## src/rtl/sdram_page_sequencer.sv

```systemverilog
`default_nettype none
// ============================================================================
// Module      : sdram_page_sequencer
// Description : Page-level command source for sdram_fifo_interface. Turns
//               display line requests into full-page (512-word) reads and
//               write-FIFO fill level into page writes. A pending display read
//               always has priority over a pending write.
//               Optional macro SEQ_STATS_EN adds saturating page/stall counters.
// Revision    : 1.0 - initial release
// ============================================================================
module sdram_page_sequencer #(
    parameter int          PAGES_PER_LINE = 2,
    parameter int          LINES          = 480,
    parameter logic [12:0] BASE_ROW       = 13'd0
) (
    input  logic        sram_clk,
    input  logic        rst_n,
    input  logic        rd_line_req,
    input  logic [9:0]  rd_line,
    input  logic [10:0] rfifo_space,
    input  logic [10:0] wfifo_level,
    input  logic        in_idle,
    input  logic        r_fifo,
    input  logic        w_fifo,
    output logic [2:0]  user_cmd,
    output logic [14:0] f_addr,
    output logic        wfifo_rd_en,
    output logic        rfifo_wr_en,
    output logic        busy,
    output logic        rd_overrun
`ifdef SEQ_STATS_EN
    ,
    input  logic        stat_clr,
    output logic [31:0] stat_rd_pages,
    output logic [31:0] stat_wr_pages,
    output logic [31:0] stat_stall
`endif
);

    localparam int          c_PAGES      = LINES * PAGES_PER_LINE;
    localparam int          c_PW         = (c_PAGES > 3) ? $clog2(c_PAGES + 1) : 2;
    localparam int          c_KW         = $clog2(PAGES_PER_LINE + 1);
    localparam logic [10:0] c_PAGE_WORDS = 11'd512;
    localparam logic [2:0]  c_CMD_IDLE   = 3'd0;
    localparam logic [2:0]  c_CMD_READ   = 3'd1;
    localparam logic [2:0]  c_CMD_WRITE  = 3'd2;

    typedef enum logic [2:0] {
        S_IDLE    = 3'd0,
        S_ISSUE_R = 3'd1,
        S_ISSUE_W = 3'd2,
        S_BUSY_R  = 3'd3,
        S_BUSY_W  = 3'd4,
        S_GAP     = 3'd5
    } state_t;

    state_t            r_state;
    state_t            w_state_nxt;
    logic [9:0]        r_line;
    logic [c_KW-1:0]   r_k;
    logic              r_rd_pend;
    logic              r_stale;
    logic              r_rd_overrun;
    logic [c_PW-1:0]   r_wr_ptr;
    logic [14:0]       r_f_addr;

    logic              w_go_rd;
    logic              w_go_wr;
    logic              w_launch_rd;
    logic              w_launch_wr;
    logic              w_done_rd;
    logic              w_done_wr;
    logic [c_PW-1:0]   w_rd_page;
    logic [c_PW-1:0]   w_sel_page;
    logic [c_KW-1:0]   w_k_inc;

    // Decisions use only registered read state, so a request is seen one cycle late
    assign w_go_rd     = r_rd_pend && (rfifo_space >= c_PAGE_WORDS);
    assign w_go_wr     = (wfifo_level >= c_PAGE_WORDS);
    assign w_launch_rd = (r_state == S_IDLE) && in_idle && w_go_rd;
    assign w_launch_wr = (r_state == S_IDLE) && in_idle && !w_go_rd && w_go_wr;
    assign w_done_rd   = (r_state == S_BUSY_R) && in_idle;
    assign w_done_wr   = (r_state == S_BUSY_W) && in_idle;
    assign w_rd_page   = c_PW'(int'(r_line) * PAGES_PER_LINE + int'(r_k));
    assign w_sel_page  = w_launch_rd ? w_rd_page : r_wr_ptr;
    assign w_k_inc     = r_k + c_KW'(1);

    assign f_addr      = r_f_addr;
    assign busy        = (r_state != S_IDLE);
    assign rd_overrun  = r_rd_overrun;
    assign wfifo_rd_en = r_fifo && (r_state == S_BUSY_W);
    assign rfifo_wr_en = w_fifo && (r_state == S_BUSY_R);

    // State register
    always_ff @(posedge sram_clk or negedge rst_n) begin
        if (!rst_n) begin
            r_state <= S_IDLE;
        end else begin
            r_state <= w_state_nxt;
        end
    end

    // Next-state and command decode; the command drops as soon as in_idle acknowledges
    always_comb begin
        w_state_nxt = r_state;
        user_cmd    = c_CMD_IDLE;
        case (r_state)
            S_IDLE: begin
                if (w_launch_rd) begin
                    w_state_nxt = S_ISSUE_R;
                end else if (w_launch_wr) begin
                    w_state_nxt = S_ISSUE_W;
                end
            end
            S_ISSUE_R: begin
                user_cmd = c_CMD_READ;
                if (!in_idle) begin
                    w_state_nxt = S_BUSY_R;
                end
            end
            S_ISSUE_W: begin
                user_cmd = c_CMD_WRITE;
                if (!in_idle) begin
                    w_state_nxt = S_BUSY_W;
                end
            end
            S_BUSY_R: begin
                if (in_idle) begin
                    w_state_nxt = S_GAP;
                end
            end
            S_BUSY_W: begin
                if (in_idle) begin
                    w_state_nxt = S_GAP;
                end
            end
            S_GAP: begin
                w_state_nxt = S_IDLE;
            end
            default: begin
                w_state_nxt = S_IDLE;
            end
        endcase
    end

    // Page address latched at issue and held through the burst and gap
    always_ff @(posedge sram_clk or negedge rst_n) begin
        if (!rst_n) begin
            r_f_addr <= 15'd0;
        end else if (w_launch_rd || w_launch_wr) begin
            r_f_addr <= {BASE_ROW + 13'(w_sel_page >> 2), w_sel_page[1:0]};
        end
    end

    // Line tracking: a new request restarts the line; a page issued for a replaced line does not advance k
    always_ff @(posedge sram_clk or negedge rst_n) begin
        if (!rst_n) begin
            r_line       <= 10'd0;
            r_k          <= '0;
            r_rd_pend    <= 1'b0;
            r_stale      <= 1'b0;
            r_rd_overrun <= 1'b0;
        end else begin
            if (w_launch_rd) begin
                r_stale <= rd_line_req;
            end else if (rd_line_req && ((r_state == S_ISSUE_R) || (r_state == S_BUSY_R))) begin
                r_stale <= 1'b1;
            end

            if (rd_line_req) begin
                r_line    <= rd_line;
                r_k       <= '0;
                r_rd_pend <= 1'b1;
                if (r_rd_pend) begin
                    r_rd_overrun <= 1'b1;
                end
            end else if (w_done_rd && !r_stale) begin
                if (w_k_inc == c_KW'(PAGES_PER_LINE)) begin
                    r_k       <= '0;
                    r_rd_pend <= 1'b0;
                end else begin
                    r_k <= w_k_inc;
                end
            end
        end
    end

    // Write page pointer advances per completed write and wraps at the frame end
    always_ff @(posedge sram_clk or negedge rst_n) begin
        if (!rst_n) begin
            r_wr_ptr <= '0;
        end else if (w_done_wr) begin
            if (r_wr_ptr == c_PW'(c_PAGES - 1)) begin
                r_wr_ptr <= '0;
            end else begin
                r_wr_ptr <= r_wr_ptr + c_PW'(1);
            end
        end
    end

`ifdef SEQ_STATS_EN
    logic [31:0] r_stat_rd;
    logic [31:0] r_stat_wr;
    logic [31:0] r_stat_stall;

    assign stat_rd_pages = r_stat_rd;
    assign stat_wr_pages = r_stat_wr;
    assign stat_stall    = r_stat_stall;

    // Saturating statistics counters with synchronous clear pulse
    always_ff @(posedge sram_clk or negedge rst_n) begin
        if (!rst_n) begin
            r_stat_rd    <= 32'd0;
            r_stat_wr    <= 32'd0;
            r_stat_stall <= 32'd0;
        end else if (stat_clr) begin
            r_stat_rd    <= 32'd0;
            r_stat_wr    <= 32'd0;
            r_stat_stall <= 32'd0;
        end else begin
            if (w_done_rd && (r_stat_rd != '1)) begin
                r_stat_rd <= r_stat_rd + 32'd1;
            end
            if (w_done_wr && (r_stat_wr != '1)) begin
                r_stat_wr <= r_stat_wr + 32'd1;
            end
            if (r_rd_pend && (rfifo_space < c_PAGE_WORDS) && (r_stat_stall != '1)) begin
                r_stat_stall <= r_stat_stall + 32'd1;
            end
        end
    end
`endif

endmodule
`default_nettype wire

```

## config.mk

```make
export PLATFORM = sky130hd
export DESIGN_NAME = sdram_page_sequencer
export DESIGN_NICKNAME = d
export VERILOG_FILES = /design/src/rtl/sdram_page_sequencer.sv
export SDC_FILE = /design/constraint.sdc
export NUM_CORES = 1
export LEC_CHECK = 0
export CORE_MARGIN = 2
export CORE_UTILIZATION = 46
export CTS_CLUSTER_SIZE = 25
export DETAILED_ROUTE_END_ITERATION = 10
export GPL_ROUTABILITY_DRIVEN = 0
export PLACE_DENSITY_LB_ADDON = 0.2
export SLEW_MARGIN = 10
export SYNTH_ARGS = -nofsm -noshare
export SYNTH_HDL_FRONTEND = slang
export SYNTH_SLANG_ARGS = --single-unit
```

## constraint.sdc

```tcl
create_clock -name sram_clk -period 3.2 [get_ports sram_clk]
set_clock_uncertainty 0.1 [all_clocks]
set_input_delay 0.64 -clock sram_clk [delete_from_list [all_inputs] [get_ports sram_clk]]
set_output_delay 0.64 -clock sram_clk [all_outputs]
set_load 0.02 [all_outputs]
```

==> results.yml, run 1 <==
critical_path:
  crit_required_ns: 2.46
  cp.arrival_ns: 1.94
  slowest_stage: "clkdlybuf4s50_1"
  crit_path_cell_trace: "nor2b_1 -> and3_1 -> clkdlybuf4s50_1"
  crit_type: "register to output pin"
  critPathLaunchType: "register"
  crit_path_max_fanout: 10
  crit_path_end_kind: "output pin"
  cpPeakStageDelay_ns: 0.60
routing:
  via_count: 1454
  firstDrtPassIters: 4
  initialDrtViolationCount: 82
  viasPerCell: 5.307
  wl_per_cell_um: 14.40
  drc: 0
  ant_nets: 0
  wl_mm: 3.945
clock_tree:
  cts-root-buf: "clkbuf_8"
  ctsHtreeMaxLevel: 2
  cts_setup_buffers: 0
  clkSlewWorstSetupHoldPaths_ns: 0.07
  cts_max_path_buffers: 2
  tritoncts: "yes"
  postCtsHoldBufs: 0
  numCtsBuffers: 5
  clkLatencyLatePin_ns: 0.30
  cts-resized-gates: 0
  cts.sinks: 37
pwr:
  p_sw_uw: 598.7
  p_clk_share_pct: 21.9
  pwr-share-seq_pct: 42.0
  finalPower_uw: 1656
  power_frac_comb_pct: 36.1
  intPower_uw: 1058
  leakage_uw: 0.0009938
  sw_frac_of_total_pct: 36.15
  cellPowerDensity_mw_per_mm2: 690.9
  vdd_ir_drop_max_mv: 0.3217
placement:
  place_hpwl_mm: 2.950
  io_buffers: 34
  dpl_cell_area_mm2: 0.002296
logic_synthesis:
  synth_top_family_by_area: "simple AND/OR/NAND/NOR gates"
  synth_common_cells: "37 x dfrtp_1, 19 x o21ai_0, 15 x nor2_1"
  synth_seq_cells: 37
  syn_avg_cell_area_um2: 10.36
  synth_cell_types: 43
  synth_xor_area_share_pct: 5.340
  synthSimpleGateAreaFrac_pct: 17.74
  ys.flop_type: "dfrtp_1"
  synthArstFlopShare_pct: 100.0
  yosysSeqAreaShare_pct: 47.04
  synth_edf_count: 0
  synth_compound_area_share_pct: 13.41
  synth_fa_ha_area_share_pct: 1.907
  synth.most_common_cell: "dfrtp_1"
  synth_top_area_share_pct: 47.04
  synth.area.mux_share_pct: 8.264
  synthTopCellsByArea: "dfrtp_1 47%, mux2_2 5.7%, o21ai_0 4.8%"
  yosys_warnings: 0
  netlist_area_mm2: 0.001968
  synth_area_leader_cell: "dfrtp_1"
  syn_inst: 190
timing:
  timing.fmax_ghz: 0.3734
  slew_headroom_pct: 57.59
  setup_viol: 0
  fin_tns_setup_ns: 0
  grt_setup_unrepaired: "false"
  tightest_slew_ns: 0.6346
  maxSlewViolCount: 0
  hold_viol: 0
  fin_crit_ns: 2.678
  period_share_pct: 83.68
finish:
  area_growth_pct: 21.81
  final_area_mm2: 0.002397
  nets: 264
  antennaDiodeCount: 0
  fillers: 339
  fin_util_pct: 59.08
  drive_above_1_share_pct: 11.61
die:
  die_h_um: 69.41
  ios: 60
  rows: 23
  die_area_mm2: 0.004818
  die_w_um: 69.41
  core_region_area_mm2: 0.004058
  initial_core_util_pct: 48.50
grt:
  track_usage_pct: 18.40
  grt_max_degree: 38
  grt_pass1_vias: 1467
  grt_pass1_wl_mm: 7.044
  gr-total-overflow: 0
  antenna_found_initial: 0
run_status:
  status: "completed"
flow_run:
  max-cap-violations: 0
hold_path:
  hold_class: "register to register"
[sequential cells by signal (all words and copies together) (netlist names)]
register,cells
rd_overrun,1
r_line,9
r_stale,1
f_addr,10
r_state,3
r_wr_ptr,10
r_k,2
r_rd_pend,1
[layer usage]
| layer | share of wire (%) | wire (µm) | vias up | global-route usage, % |
|---|---|---|---|---|
| li1 | - | - | 728 | - |
| met1 | 46 | 1814 | 683 | 24.20 |
| met2 | 47 | 1852 | 37 | 28.74 |
| met3 | 5.9 | 231 | 6 | 6.250 |
| met4 | 1.2 | 47 | 0 | 5.664 |
| met5 | 0 | 0 | - | 0 |
[power groups by stage]
stage	Combinational, µW	Sequential (µW)	Clock (µW)
2_1_floorplan	382	705	0
3_3_place_gp	591	694	0
3_5_place_dp	605	705	0
4_1_cts	607	697	371
5_1_grt	659	721	394
6_report	598	696	362
[cell families after synthesis]
logic type / after synthesis
simple gates: 65
compound gates: 39
flops: 37
buf+inv: 18
mux: 15
xor+xnor: 12
fa+ha+maj: 3
other cells: 1
[critical path, delay by kind of cell, from the launching register on]
| kind | cells | cell delay [ns] |
|---|---|---|
| buf+inv | 1 | 0.60 |
| flops | 1 | 0.52 |
| simple gates | 2 | 0.52 |
[through the flow]
step / setup slack [ns] / hold WS, ns / instances
3_5_place_dp: 0.5995 / 0.3500 / 266
5_1_grt: 0.3884 / 0.3949 / 274
4_1_cts: 0.5217 / 0.3720 / 274
3_3_place_gp: 0.6312 / 0.3436 / 266
2_1_floorplan: 1.448 / 0.2444 / 195
6_report: 0.5222 / 0.3639 / 274
[path summary, 6_finish.rpt]
kind | start | endpoint | slack, ns | depth (start not counted)
setup / recovery | r_state[0] | rfifo_wr_en | 0.52 | 3
hold / removal | rd_overrun | rd_overrun | 0.36 | 1
setup reg to reg | r_state[1] | f_addr[5] | 1.31 | 4
hold reg to reg | rd_overrun | rd_overrun | 0.36 | 1
max in group asynchronous | rst_n | r_k[0] | 2.01 | 2
min in group asynchronous | rst_n | r_state[2] | 0.66 | 2
[final cells by class]
| type | instances | area, µm² | area share [%] |
|---|---|---|---|
| clock buffer | 7 | 96.34 | 4.019 |
| clock inverter | 1 | 5.005 | 0.2088 |
| tap | 50 | 62.56 | 2.610 |
| inverter | 3 | 11.26 | 0.4697 |
| timing repair buffer | 36 | 355.3 | 14.82 |
| sequential | 37 | 925.9 | 38.62 |
| multi-input combinational | 140 | 940.9 | 39.25 |
[cell usage in the layout (no fill, tap or decap), drive strengths merged, types with 2 or more instances in the layout]
cell type / count
dfrtp: 37
clkdlybuf4s50: 34
o21ai: 19
nor2: 16
nand2: 15
mux2: 10
nand3: 8
xnor2: 8
clkbuf: 7
conb: 6
nand4: 6
and3: 5
mux2i: 5
a211oi: 5
nor3: 4
xor2: 4
inv: 3
o22ai: 3
ha: 3
nand2b: 2
nor2b: 2
a21oi: 2
o211ai: 2
buf: 2
Power figures use the tool's default switching activity.
==> inputs of run 2 (changes only) <==
clock period = 2.6 ns   (was 3.2 ns; I/O delays follow)
==> run 2 against run 1 <==
Clock power is 5.8% higher. Global-route usage is 0.80 points lower. Total power is 21% higher. Worst setup slack worse by 0.39 ns. Cell count is 0.73% higher. Clock-buffer cell count is 1 higher. Register-to-register slack worse by 0.52 ns. Combinational power is 27% higher. Core utilization is 0.092 points lower. Critical path depth stayed put. Non-clock buffer count is 2 higher.
==> results.yml, run 2 (synthesis gave the netlist of run 1 again) <==
clock_tree:
  cts.sinks: 37
  clkSlewWorstSetupHoldPaths_ns: 0.07
  cts_max_path_buffers: 2
  ctsHtreeMaxLevel: 2
  postCtsHoldBufs: 0
  cts-root-buf: "clkbuf_8"
  numCtsBuffers: 5
  tritoncts: "yes"
  clkLatencyLatePin_ns: 0.29
pwr:
  cellPowerDensity_mw_per_mm2: 834.1
  p_sw_uw: 730.1
  intPower_uw: 1266
  pwr-share-seq_pct: 42.8
  leakage_uw: 0.0009897
  power_frac_comb_pct: 38.0
  finalPower_uw: 1996
  vdd_ir_drop_max_mv: 0.3355
  p_clk_share_pct: 19.2
  sw_frac_of_total_pct: 36.57
hold_path:
  hold_class: "register to register"
  holdPathStages: 1
routing:
  drc: 0
  wl_per_cell_um: 14.09
  firstDrtPassIters: 4
  wl_mm: 3.888
  via_count: 1500
  initialDrtViolationCount: 29
  ant_nets: 0
  viasPerCell: 5.435
die:
  die_area_mm2: 0.004818
  rows: 23
  core_region_area_mm2: 0.004058
  die_w_um: 69.41
  initial_core_util_pct: 48.50
  die_h_um: 69.41
  ios: 60
grt:
  gr-total-overflow: 0
  track_usage_pct: 17.60
  grt_pass1_vias: 1458
  antenna_found_initial: 0
  grt_max_degree: 38
  grt_pass1_wl_mm: 6.672
critical_path:
  crit_path_cell_trace: "nor2b_2 -> and3_1 -> clkdlybuf4s50_1"
  slowest_stage: "clkdlybuf4s50_1"
  critPathLaunchType: "register"
  crit_type: "register to output pin"
  cp.arrival_ns: 1.84
  rr_worst_depth: 5
  crit_path_end_kind: "output pin"
  crit_required_ns: 1.98
  cpPeakStageDelay_ns: 0.60
  crit_path_max_fanout: 10
timing:
  fin_tns_setup_ns: 0
  tightest_slew_ns: 0.5035
  fin_crit_ns: 2.463
  period_share_pct: 94.74
  fin_ws_ns: 0.1368
  setup_viol: 0
  grt_setup_unrepaired: "false"
  hold_viol: 0
  maxSlewViolCount: 0
  slew_headroom_pct: 66.33
  timing.fmax_ghz: 0.4060
placement:
  dpl_cell_area_mm2: 0.002311
  place_hpwl_mm: 2.986
  io_buffers: 34
  pre_cts_ws_ns: 0.2415
finish:
  fin_util_pct: 58.99
  final_common_cell: "dfrtp_1"
  final_cell_mix: "37 x dfrtp_1, 34 x clkdlybuf4s50_1, 19 x o21ai_0"
  final_area_mm2: 0.002394
  drive_above_1_share_pct: 11.50
  antennaDiodeCount: 0
  area_growth_pct: 21.61
  nets: 266
flow_run:
  max-cap-violations: 0
run_status:
  status: "completed"
-- run 2: changes by cell type in the layout (fill, tap and decap cells not counted) --
cell,change
nor2b_2,+1
clkbuf_8,-2
buf_4,+2
clkinv_2,-1
nor2b_1,-1
clkbuf_1,+3
-- run 2: worst paths after layout --
path                            slack, ns        from          end
worst max-delay path                 0.14  r_state[0]  rfifo_wr_en
worst min-delay path                 0.37  rd_overrun   rd_overrun
worst max register to register       0.79  r_state[1]  r_wr_ptr[3]
worst min register to register       0.37  rd_overrun   rd_overrun
max in group asynchronous            1.51       rst_n    f_addr[9]
min in group asynchronous            0.55       rst_n   r_state[2]
-- run 2: what timing repair did --
action	in CTS	in global routing
setup endpoints to repair	0	1
setup buffers	0	0
resized for setup	0	1
-- run 2: power groups by stage --
stage          logic (µW)  registers (µW)  clock network [µW]
4_1_cts               765             852                 396
3_5_place_dp          762             863                   0
2_1_floorplan         471             868                   0
5_1_grt               831             878                 424
3_3_place_gp          739             855                   0
6_report              758             855                 383
-- run 2: cell type report --
class | instances | area (µm²)
Sequential cell | 37 | 925.9
Tap cell | 50 | 62.56
Fill cell | 347 | 1664
Inverter | 3 | 11.26
Clock buffer | 8 | 80.08
Timing Repair Buffer | 38 | 370.4
Multi-Input combinational cell | 140 | 943.4
-- run 2: metrics by stage --
step           hold slack, ns  std cells
2_1_floorplan          0.1244        195
3_3_place_gp           0.3433        268
3_5_place_dp           0.3511        268
4_1_cts                0.3718        276
5_1_grt                0.3995        276
6_report               0.3656        276
-- run 2: worst max-delay path, delay by kind of cell, from the launching register on --
| family | cells | cell delay (ns) |
|---|---|---|
| simple gates | 2 | 0.44 |
| flops | 1 | 0.51 |
| buf+inv | 1 | 0.60 |
-- run 2: routing by layer --
| layer | global-route usage [%] | vias to the layer above | share of wire (%) |
|---|---|---|---|
| met5 | 0 | - | 0 |
| met4 | 8.497 | 0 | 2.3 |
| met3 | 5.233 | 8 | 6.3 |
| met2 | 28.21 | 49 | 47 |
| met1 | 21.66 | 710 | 44 |
| li1 | - | 733 | - |
==> inputs of run 3 (changes only) <==
CAP_MARGIN = 25   (was not set)
==> results of run 3 <==
Same layout as run 2: the final DEF is identical, and so are final timing and power.
